### config.mk
export PLATFORM = sky130hd
export DESIGN_NAME = terrain_crater
export DESIGN_NICKNAME = d
export VERILOG_FILES = /design/src/rtl/terrain_crater_pkg.sv /design/src/rtl/terrain_crater_mask.sv /design/src/rtl/terrain_crater.sv
export SDC_FILE = /design/constraint.sdc
export NUM_CORES = 2
export LEC_CHECK = 0
export ABC_AREA = 1
export CAP_MARGIN = 20
export CELL_PAD_IN_SITES_DETAIL_PLACEMENT = 1
export CELL_PAD_IN_SITES_GLOBAL_PLACEMENT = 2
export CORE_MARGIN = 10
export CORE_UTILIZATION = 27
export DETAILED_ROUTE_END_ITERATION = 12
export PLACE_DENSITY = 0.88
export SYNTH_ARGS = -nofsm -noshare
export SYNTH_HDL_FRONTEND = slang
export SYNTH_SLANG_ARGS = --single-unit
### constraint.sdc
create_clock -name clk -period 22 [get_ports clk]
set_input_delay 5.5 -clock clk [delete_from_list [all_inputs] [get_ports clk]]
set_output_delay 5.5 -clock clk [all_outputs]
set_load 0.1 [all_outputs]
### src/rtl/terrain_crater_pkg.sv
// Shared constants and state encoding for the crater carving engine.
package terrain_pkg;

   localparam int NCOLS  = 640;
   localparam int NROWS  = 480;
   localparam int RAD_W  = 6;
   localparam int ADDR_W = 10;

   typedef enum logic [2:0] {
      IDLE,
      SETUP,
      CHORD,
      READ,
      WAIT,
      WRITE,
      DONE
   } crater_state_t;

endpackage

### src/rtl/terrain_crater_mask.sv
// Builds the per-column keep-mask for one crater chord: bits within
// [cy-h, cy+h] are 0 (cleared), all other bits are 1 (kept).
module crater_mask
   import terrain_pkg::*;
(
   input  logic [ADDR_W-1:0] cy_i,
   input  logic [RAD_W-1:0]  h_i,
   output logic [NROWS-1:0]  keep_o
);

   int lowRow;
   int highRow;

   // Bounds are held as plain integers, so a range that falls partly or fully
   // outside the column is clipped naturally by the comparisons below.
   assign lowRow  = int'(cy_i) - int'(h_i);
   assign highRow = int'(cy_i) + int'(h_i);

   // Clear every row inside the chord, keep everything else.
   always_comb begin
      keep_o = '1;
      for (int y = 0; y < NROWS; y++) begin
         if ((y >= lowRow) && (y <= highRow)) begin
            keep_o[y] = 1'b0;
         end
      end
   end

endmodule

### src/rtl/terrain_crater.sv
// Read-modify-write engine that carves a circular crater into the
// column-major terrain store, one column at a time in ascending order.
module terrain_crater
   import terrain_pkg::*;
(
   input  logic              clk,
   input  logic              reset,
   input  logic              start,
   input  logic [ADDR_W-1:0] center_x,
   input  logic [ADDR_W-1:0] center_y,
   input  logic [RAD_W-1:0]  radius,
   input  logic [NROWS-1:0]  terrain_rdata,
   output logic [ADDR_W-1:0] read_addr,
   output logic [ADDR_W-1:0] write_addr,
   output logic              we,
   output logic [NROWS-1:0]  terrain_wdata,
   output logic              busy,
   output logic              done
);

   localparam logic signed [11:0] COL_MAX = 12'(NCOLS - 1);

   crater_state_t     state_q,   state_d;
   logic [ADDR_W-1:0] centerX_q, centerX_d;
   logic [ADDR_W-1:0] centerY_q, centerY_d;
   logic [RAD_W-1:0]  radius_q,  radius_d;
   logic [ADDR_W-1:0] x_q,       x_d;
   logic [ADDR_W-1:0] xHi_q,     xHi_d;
   logic [RAD_W-1:0]  h_q,       h_d;
   logic [NROWS-1:0]  wdata_q,   wdata_d;

   logic signed [11:0] cxS, rS, xLoRaw, xHiRaw, xLoS, xHiS;
   logic signed [12:0] dxS;
   logic [12:0]        dxMag, dxSq, hExt, rExt, hSq, rSq, distSq;
   logic [NROWS-1:0]   keepMask;

   // Column span of the crater, clipped to the terrain. Twelve bits keep
   // cx+r from wrapping when the centre sits past the right edge.
   always_comb begin
      cxS    = $signed({2'b00, centerX_q});
      rS     = $signed({{(12 - RAD_W){1'b0}}, radius_q});
      xLoRaw = cxS - rS;
      xHiRaw = cxS + rS;
      xLoS   = xLoRaw[11] ? 12'sd0 : xLoRaw;
      xHiS   = (xHiRaw > COL_MAX) ? COL_MAX : xHiRaw;
   end

   // Chord test for the current column: h shrinks until h^2 + dx^2 <= r^2.
   // |dx| never exceeds r inside the span, so 13 bits hold every square.
   always_comb begin
      dxS    = $signed({3'b000, x_q}) - $signed({3'b000, centerX_q});
      dxMag  = dxS[12] ? $unsigned(-dxS) : $unsigned(dxS);
      hExt   = {{(13 - RAD_W){1'b0}}, h_q};
      rExt   = {{(13 - RAD_W){1'b0}}, radius_q};
      dxSq   = dxMag * dxMag;
      hSq    = hExt * hExt;
      rSq    = rExt * rExt;
      distSq = hSq + dxSq;
   end

   crater_mask uMask (
      .cy_i   (centerY_q),
      .h_i    (h_q),
      .keep_o (keepMask)
   );

   // State and datapath registers; reset aborts any crater in progress.
   always_ff @(posedge clk or posedge reset) begin
      if (reset) begin
         state_q   <= IDLE;
         centerX_q <= '0;
         centerY_q <= '0;
         radius_q  <= '0;
         x_q       <= '0;
         xHi_q     <= '0;
         h_q       <= '0;
         wdata_q   <= '0;
      end else begin
         state_q   <= state_d;
         centerX_q <= centerX_d;
         centerY_q <= centerY_d;
         radius_q  <= radius_d;
         x_q       <= x_d;
         xHi_q     <= xHi_d;
         h_q       <= h_d;
         wdata_q   <= wdata_d;
      end
   end

   // Sequencing: latch the request, find each chord, then read, mask and
   // write back that column before moving one column to the right.
   always_comb begin
      state_d   = state_q;
      centerX_d = centerX_q;
      centerY_d = centerY_q;
      radius_d  = radius_q;
      x_d       = x_q;
      xHi_d     = xHi_q;
      h_d       = h_q;
      wdata_d   = wdata_q;
      case (state_q)
         IDLE: begin
            if (start) begin
               centerX_d = center_x;
               centerY_d = center_y;
               radius_d  = radius;
               state_d   = SETUP;
            end
         end
         SETUP: begin
            if (xLoS > xHiS) begin
               state_d = DONE;
            end else begin
               x_d     = xLoS[ADDR_W-1:0];
               xHi_d   = xHiS[ADDR_W-1:0];
               h_d     = radius_q;
               state_d = CHORD;
            end
         end
         CHORD: begin
            if (distSq > rSq) begin
               h_d = h_q - 1'b1;
            end else begin
               state_d = READ;
            end
         end
         READ: begin
            state_d = WAIT;
         end
         WAIT: begin
            wdata_d = terrain_rdata & keepMask;
            state_d = WRITE;
         end
         WRITE: begin
            if (x_q == xHi_q) begin
               state_d = DONE;
            end else begin
               x_d     = x_q + 1'b1;
               h_d     = radius_q;
               state_d = CHORD;
            end
         end
         DONE: begin
            state_d = IDLE;
         end
         default: begin
            state_d = IDLE;
         end
      endcase
   end

   assign read_addr     = x_q;
   assign write_addr    = x_q;
   assign we            = (state_q == WRITE);
   assign terrain_wdata = wdata_q;
   assign busy          = (state_q != IDLE);
   assign done          = (state_q == DONE);

endmodule
Word level (Yosys, flattened, before mapping)
Cells that the tools add are included.
{"block": "word_totals", "latchBits": 0, "register_bits": 535, "rom_bits": 0, "inputBits": 509, "memories": 0, "out_inout_bits": 503, "word_cells": 1981, "ramBits": 0}
{"block": "classes", "mul": 3, "n_div": 0, "n_mux": 495, "n_reduce_logical": 489, "n_addsub": 9, "eq_ne": 12, "shifts": 0, "bitwise_logic": 2, "order_cmp": 963}
{"operator": "10-bit by 32-bit >= comparator with 1-bit output (first input constant)", "count": 224}
{"operator": "10-bit by 32-bit less-or-equal comparator with 1-bit output (first input constant)", "count": 224}
{"operator": "9-bit by 32-bit >= comparator with 1-bit output (first input constant)", "count": 128}
{"operator": "9-bit by 32-bit less-or-equal comparator with 1-bit output (first input constant)", "count": 128}
{"operator": "8-bit by 32-bit >= comparator with 1-bit output (first input constant)", "count": 64}
{"operator": "8-bit by 32-bit less-or-equal comparator with 1-bit output (first input constant)", "count": 64}
{"operator": "7-bit by 32-bit >= comparator with 1-bit output (first input constant)", "count": 32}
{"operator": "7-bit by 32-bit less-or-equal comparator with 1-bit output (first input constant)", "count": 32}
{"operator": "6-bit by 32-bit >= comparator with 1-bit output (first input constant)", "count": 16}
{"operator": "6-bit by 32-bit less-or-equal comparator with 1-bit output (first input constant)", "count": 16}
{"operator": "480-bit bitwise AND", "count": 1}
{"operator": "1-bit logical AND", "count": 480}
{"operator": "1-bit 2-to-1 mux", "count": 480}
{"operator": "5-bit by 32-bit >= comparator with 1-bit output (first input constant)", "count": 8}
{"operator": "5-bit by 32-bit less-or-equal comparator with 1-bit output (first input constant)", "count": 8}
{"operator": "4-bit by 32-bit >= comparator with 1-bit output (first input constant)", "count": 4}
{"operator": "4-bit by 32-bit less-or-equal comparator with 1-bit output (first input constant)", "count": 4}
{"operator": "3-bit by 32-bit >= comparator with 1-bit output (first input constant)", "count": 2}
{"operator": "3-bit by 32-bit less-or-equal comparator with 1-bit output (first input constant)", "count": 2}
{"operator": "1-bit by 32-bit >= comparator with 1-bit output (first input constant)", "count": 1}
{"operator": "2-bit by 32-bit >= comparator with 1-bit output (first input constant)", "count": 1}
{"operator": "1-bit by 32-bit less-or-equal comparator with 1-bit output (first input constant)", "count": 1}
{"operator": "2-bit by 32-bit less-or-equal comparator with 1-bit output (first input constant)", "count": 1}
{"operator": "6-bit by 6-bit multiplier with 12-bit output", "count": 2}
{"operator": "31 further kinds", "count": 50}

Longest topological paths before layout
{"block": "logic_depth", "depth_word": 8, "depth_mapped": 50, "ltp_nobuf": 50}

By module
Synthesis repeated with hierarchy kept, for this count alone.
{"block": "hier_totals", "cells_unflattened": 6167, "hier_area_um2": 40842.9}
{"mod": "terrain_crater", "area_per_inst_um2": 27058.5, "cells_each": 3194, "n_inst": 1}
{"mod": "crater_mask", "area_per_inst_um2": 13784.5, "cells_each": 2973, "n_inst": 1}

Worst setup path before layout
No wires, ideal clock.
{"block": "synth_path", "path_kind": "register to register", "start": "register x_q[0], in the netlist read_addr[0]", "end": "register h_q[1]", "t_arrival_ns": 7.969, "path_slack_ns": 13.913, "synth_period_minus_slack_ns": 8.087, "n_path_buf": 0, "stages_incl_launch_ff": 41, "path_cell_list": "dfrtp_1 > inv_1 > ha_1 > fa_1 > ha_1 > inv_1 > nor2_1 > nand3_1 > nor2_1 > nand2_1 > or4_1 > nor2_1 > fa_1 > inv_1 > fa_1 > inv_1 > fa_1 > fa_1 > [5 not listed] > a21oi_1 > o211ai_1 > xnor2_1 > nand3b_1 > nand2_1 > nand2_1 > nand3_1 > nand2_2 > nand2_2 > inv_1 > nor2_2 > nand4_1 > nand2_1 > nand2_2 > nand2_4 > nand2_4 > nand2_1 > nand2_1"}
{"block": "synth_between", "elab_chain_cells": 8, "word_cells_on_any_way": 10}
{"element": "from (decl)", "line_no": "terrain_crater.sv:27", "text": "logic [ADDR_W-1:0] x_q, x_d;"}
{"element": "from (signal assigned)", "line_no": "terrain_crater.sv:74", "text": "x_q <= '0;"}
{"element": "from (signal assigned)", "line_no": "terrain_crater.sv:83", "text": "x_q <= x_d;"}
{"element": "10-bit by 10-bit subtractor with 11-bit output", "line_no": "terrain_crater.sv:51", "text": "dxS = $signed({3'b000, x_q}) - $signed({3'b000, centerX_q});"}
{"element": "11-bit negator with 13-bit output", "line_no": "terrain_crater.sv:52", "text": "dxMag = dxS[12] ? $unsigned(-dxS) : $unsigned(dxS);"}
{"element": "13-bit 2-to-1 mux", "line_no": "terrain_crater.sv:52"}
{"element": "13-bit by 13-bit multiplier with 13-bit output", "line_no": "terrain_crater.sv:55", "text": "dxSq = dxMag * dxMag;"}
{"element": "12-bit by 13-bit adder with 13-bit output", "line_no": "terrain_crater.sv:58", "text": "distSq = hSq + dxSq;"}
{"element": "13-bit by 12-bit > comparator with 1-bit output", "line_no": "terrain_crater.sv:121", "text": "if (distSq > rSq) begin"}
{"element": "2-bit != test (no line)"}
{"element": "4-bit AND reduction (no line) *"}
{"element": "to (signal assigned)", "line_no": "terrain_crater.sv:76", "text": "h_q <= '0;"}
{"element": "to (signal assigned)", "line_no": "terrain_crater.sv:85", "text": "h_q <= h_d;"}
{"element": "to (decl)", "line_no": "terrain_crater.sv:29", "text": "logic [RAD_W-1:0] h_q, h_d;"}
Every way passes the cells marked *; elsewhere a longest branch is shown, timed or not.
A chain may end at the register's enable or synchronous reset.

Worst setup path after layout
{"block": "layout_path", "start": "register centerX_q[7]", "end": "register h_q[5]"}
{"block": "layout_between", "elab_chain_cells": 8, "word_cells_on_any_way": 15}
{"element": "from (decl)", "line_no": "terrain_crater.sv:24", "text": "logic [ADDR_W-1:0] centerX_q, centerX_d;"}
{"element": "from (signal assigned)", "line_no": "terrain_crater.sv:80", "text": "centerX_q <= centerX_d;"}
{"element": "10-bit by 10-bit subtractor with 11-bit output", "line_no": "terrain_crater.sv:51"}
{"element": "11-bit negator with 13-bit output", "line_no": "terrain_crater.sv:52"}
{"element": "13-bit 2-to-1 mux", "line_no": "terrain_crater.sv:52"}
{"element": "13-bit by 13-bit multiplier with 13-bit output", "line_no": "terrain_crater.sv:55"}
{"element": "12-bit by 13-bit adder with 13-bit output", "line_no": "terrain_crater.sv:58"}
{"element": "13-bit by 12-bit > comparator with 1-bit output", "line_no": "terrain_crater.sv:121"}
{"element": "2-bit != test (no line)"}
{"element": "4-bit AND reduction (no line) *"}
Marks and branches as above.

==> run metrics <==
status=finished, final reports clean; Layout area overhead=38.2%; Starting DRT DRC Count=5,572; RD Place Congestion=1.08; Post-route DRC=0; Max Freq=approximately 120 MHz; Clock Skews=between 30 and 40 ps; Compound-Gate Fraction of Synth Area=20.1%; setup TNS=0 ps; fin nets=between 6,000 and 7,000; Hold Path Class=flip-flop to flip-flop; WL per Instance=36.6 um; DIE HEIGHT=393 um; crit end category=flip-flop; Mapped Cells=5,268; Top Ports=1,012; IO buf count=roughly 1,000; EDFF count, synth=0; initial antenna violation count=69; maxcap violations=0; Via density=about 5.8; CTS H-tree depth=3; commonest cells after routing, fill and taps aside=1,466 x nand2_1, 973 x clkdlybuf4s50_1, 611 x o21ai_0, 535 x dfrtp_1, 480 x nand3_1; core area=138,000 sq um; pin count of the biggest net entering global routing=185; HPWL Detailed=between 200,000 and 250,000 um; DRT Wirelength=295,000 um; Crit Path Max Fanout=13; Syn Area/Cell=slightly above 7 sq um; Top cell by count, worst path=nand2_1; mux contribution to synthesized area=0.180%; CTS tree=done; post-synthesis xor/xnor area fraction=under 10%; CTS buffer count=71; Setup Crit Path Kind=flip-flop to flip-flop; first-pass GRT wire length=398,000 um; Cell Rows=136; critical path's slowest cell=fa_1; full die area=roughly 150,000 sq um; final antenna-violating net count=0; final setup fails=0; global-route track usage on met2=between 50% and 60%; crit path time final=8690 ps; syn nets=5,974; Final Cycle Share=39.5%; Worst-Margin Slew=1350 ps; CTS Sinks=535; gr busiest metal=met2; max-slew headroom at the worst pin=9.69%; M3 GR Usage=13.8%; Post-Synth Simple-Gate Area=between 20% and 30%; grt ovf=0; largest buffer count on any clock path=3; area of the multi-input gates=21,100 sq um; unrepaired setup endpoints after global routing=no; Cell Area, Synth=37,600 sq um; Die Wd=393 um; FFs w/ async S/R, synth=100%; final-report max-slew violation count=0; Initial Utilization=a little over a quarter; adder-cell share of the synthesized area=between 8 and 9%; Synth cell types=64; Synth Register Bits=535; CTS Hold Bufs=0; CP Data Arrival Time=between 9000 and 10,000 ps; total track usage=36.3%; Final Hold Vio Count=0; post-CTS setup buffer count=0; share of cells above drive strength 1=6.81%; met1 usage=a little over two fifths; fill count=around 17,000; clock latency at the later pin of the worst-skew pair=740 ps; commonest non-fill, non-tap cell in the layout=nand2_1; register area share after synthesis=35.6%; delay of the slowest critical-path stage=approximately 590 ps; Yosys Warn Count=0; Critical Path RT=22,590 ps; vias in the first global route=about 47,000; main combinational cell family by area after synthesis=simple AND/OR/NAND/NOR gates; Main synth FF type=dfrtp_1; First-pass DRT Iterations=7; crit path launch type=flip-flop; Root Driver=clkbuf_16; DR vias=46,430; Storage cell area=13,400 sq um; clock-pin slew on the worst setup and hold paths=approximately 60 ps; CTS resizes=0
==> layout make-up <==
class / count / area share, %
Timing Repair Buffer: 1129 / 21.1
Tap cell: 1863 / 4.48
Clock buffer: 101 / 3.90
Multi-Input combinational cell: 3929 / 40.5
Antenna cell: 23 / 0.111
Clock inverter: 25 / 0.686
Inverter: 462 / 3.39
Sequential cell: 535 / 25.7
==> critical path: cells and delay by family, from the launching register on <==
kind | cells | cell delay [ps]
buffers and inverters | 9 | 980
AOI/OAI and AO/OA | 3 | 660
and+or+nand+nor | 21 | 2010
DFF | 1 | 420
xor gates and xnor gates | 2 | 650
adders and majority gates | 8 | 3850
==> sequential cells by signal (all words and copies together) (netlist names) <==
register,count
xHi_q,10
radius_q,6
centerX_q,10
terrain_wdata,480
read_addr,10
state_q,3
centerY_q,10
h_q,6
==> metrics by stage <==
stage / instances / worst slack [ps] / util (%) / area, sq um / hold slack [ps]
floorplan: 5268 / 1550 / - / 37600 / 472
global placement: 7907 / 13610 / 35.8 / 49400 / 460
detailed placement: 7911 / 13360 / 35.9 / 49500 / 464
CTS: 8037 / 13290 / 37.6 / 51900 / 479
global route: 8052 / 12690 / 37.7 / 52000 / 494
finish: 8067 / 13310 / 37.7 / 52000 / 475
==> Yosys cell counts, types with 12 or more instances <==
| cell | number | area share (%) |
|---|---|---|
| ha_1 | 118 | 3.9 |
| o211ai_1 | 107 | 2.1 |
| nand2_2 | 20 | 0.33 |
| o21ai_1 | 121 | 1.6 |
| buf_4 | 16 | 0.32 |
| nor2_4 | 13 | 0.39 |
| clkbuf_1 | 206 | 2.1 |
| inv_2 | 51 | 0.51 |
| o21ai_0 | 613 | 8.2 |
| buf_1 | 34 | 0.34 |
| xnor2_1 | 14 | 0.33 |
| inv_1 | 405 | 4.0 |
| dfrtp_1 | 535 | 36 |
| a221oi_1 | 36 | 0.84 |
| fa_1 | 79 | 4.2 |
| nor2_1 | 242 | 2.4 |
| a211oi_1 | 14 | 0.28 |
| a21oi_1 | 319 | 4.2 |
| nand3_1 | 481 | 6.4 |
| o221ai_1 | 52 | 1.2 |
| xor2_1 | 37 | 0.86 |
| nand2_1 | 1467 | 15 |
| nor3_1 | 50 | 0.66 |
| o31ai_1 | 12 | 0.24 |
| buf_2 | 81 | 1.1 |
| nor2_2 | 18 | 0.30 |
==> path summary, 6_finish.rpt <==
| path | start | end | slack (ps) | cells past startpoint |
|---|---|---|---|---|
| max | centerX_q[7]$_DFFE_PP0P_ | h_q[5]$_DFFE_PP0P_ | 13310 | 43 |
| min | terrain_wdata[395]$_DFFE_PP0P_ | terrain_wdata[395]$_DFFE_PP0P_ | 480 | 2 |
| max reg2reg | centerX_q[7]$_DFFE_PP0P_ | h_q[5]$_DFFE_PP0P_ | 13310 | 43 |
| min reg2reg | terrain_wdata[395]$_DFFE_PP0P_ | terrain_wdata[395]$_DFFE_PP0P_ | 480 | 2 |
| max in group asynchronous | reset | terrain_wdata[162]$_DFFE_PP0P_ | 14460 | 4 |
| min in group asynchronous | reset | terrain_wdata[459]$_DFFE_PP0P_ | 5280 | 2 |
==> cell families after synthesis <==
kind of cell / after synthesis
flops: 535
simple gates: 2330
xor+xnor: 57
compound gates: 1337
fa+ha+maj: 197
buf+inv: 804
other cells: 2
mux: 6
==> per-layer routing <==
layer / share of wire, % / vias to the layer above / wire length (um)
met3: 11 / 832 / 32700
met2: 44 / 2911 / 129000
met1: 37 / 23316 / 110000
met4: 7.7 / 62 / 22600
li1: - / 19309 / -
met5: 0.13 / - / 388
Power is left out: the tool's default activity adds up to more than one toggle a clock period on the data nets, which glitch-free logic cannot reach.
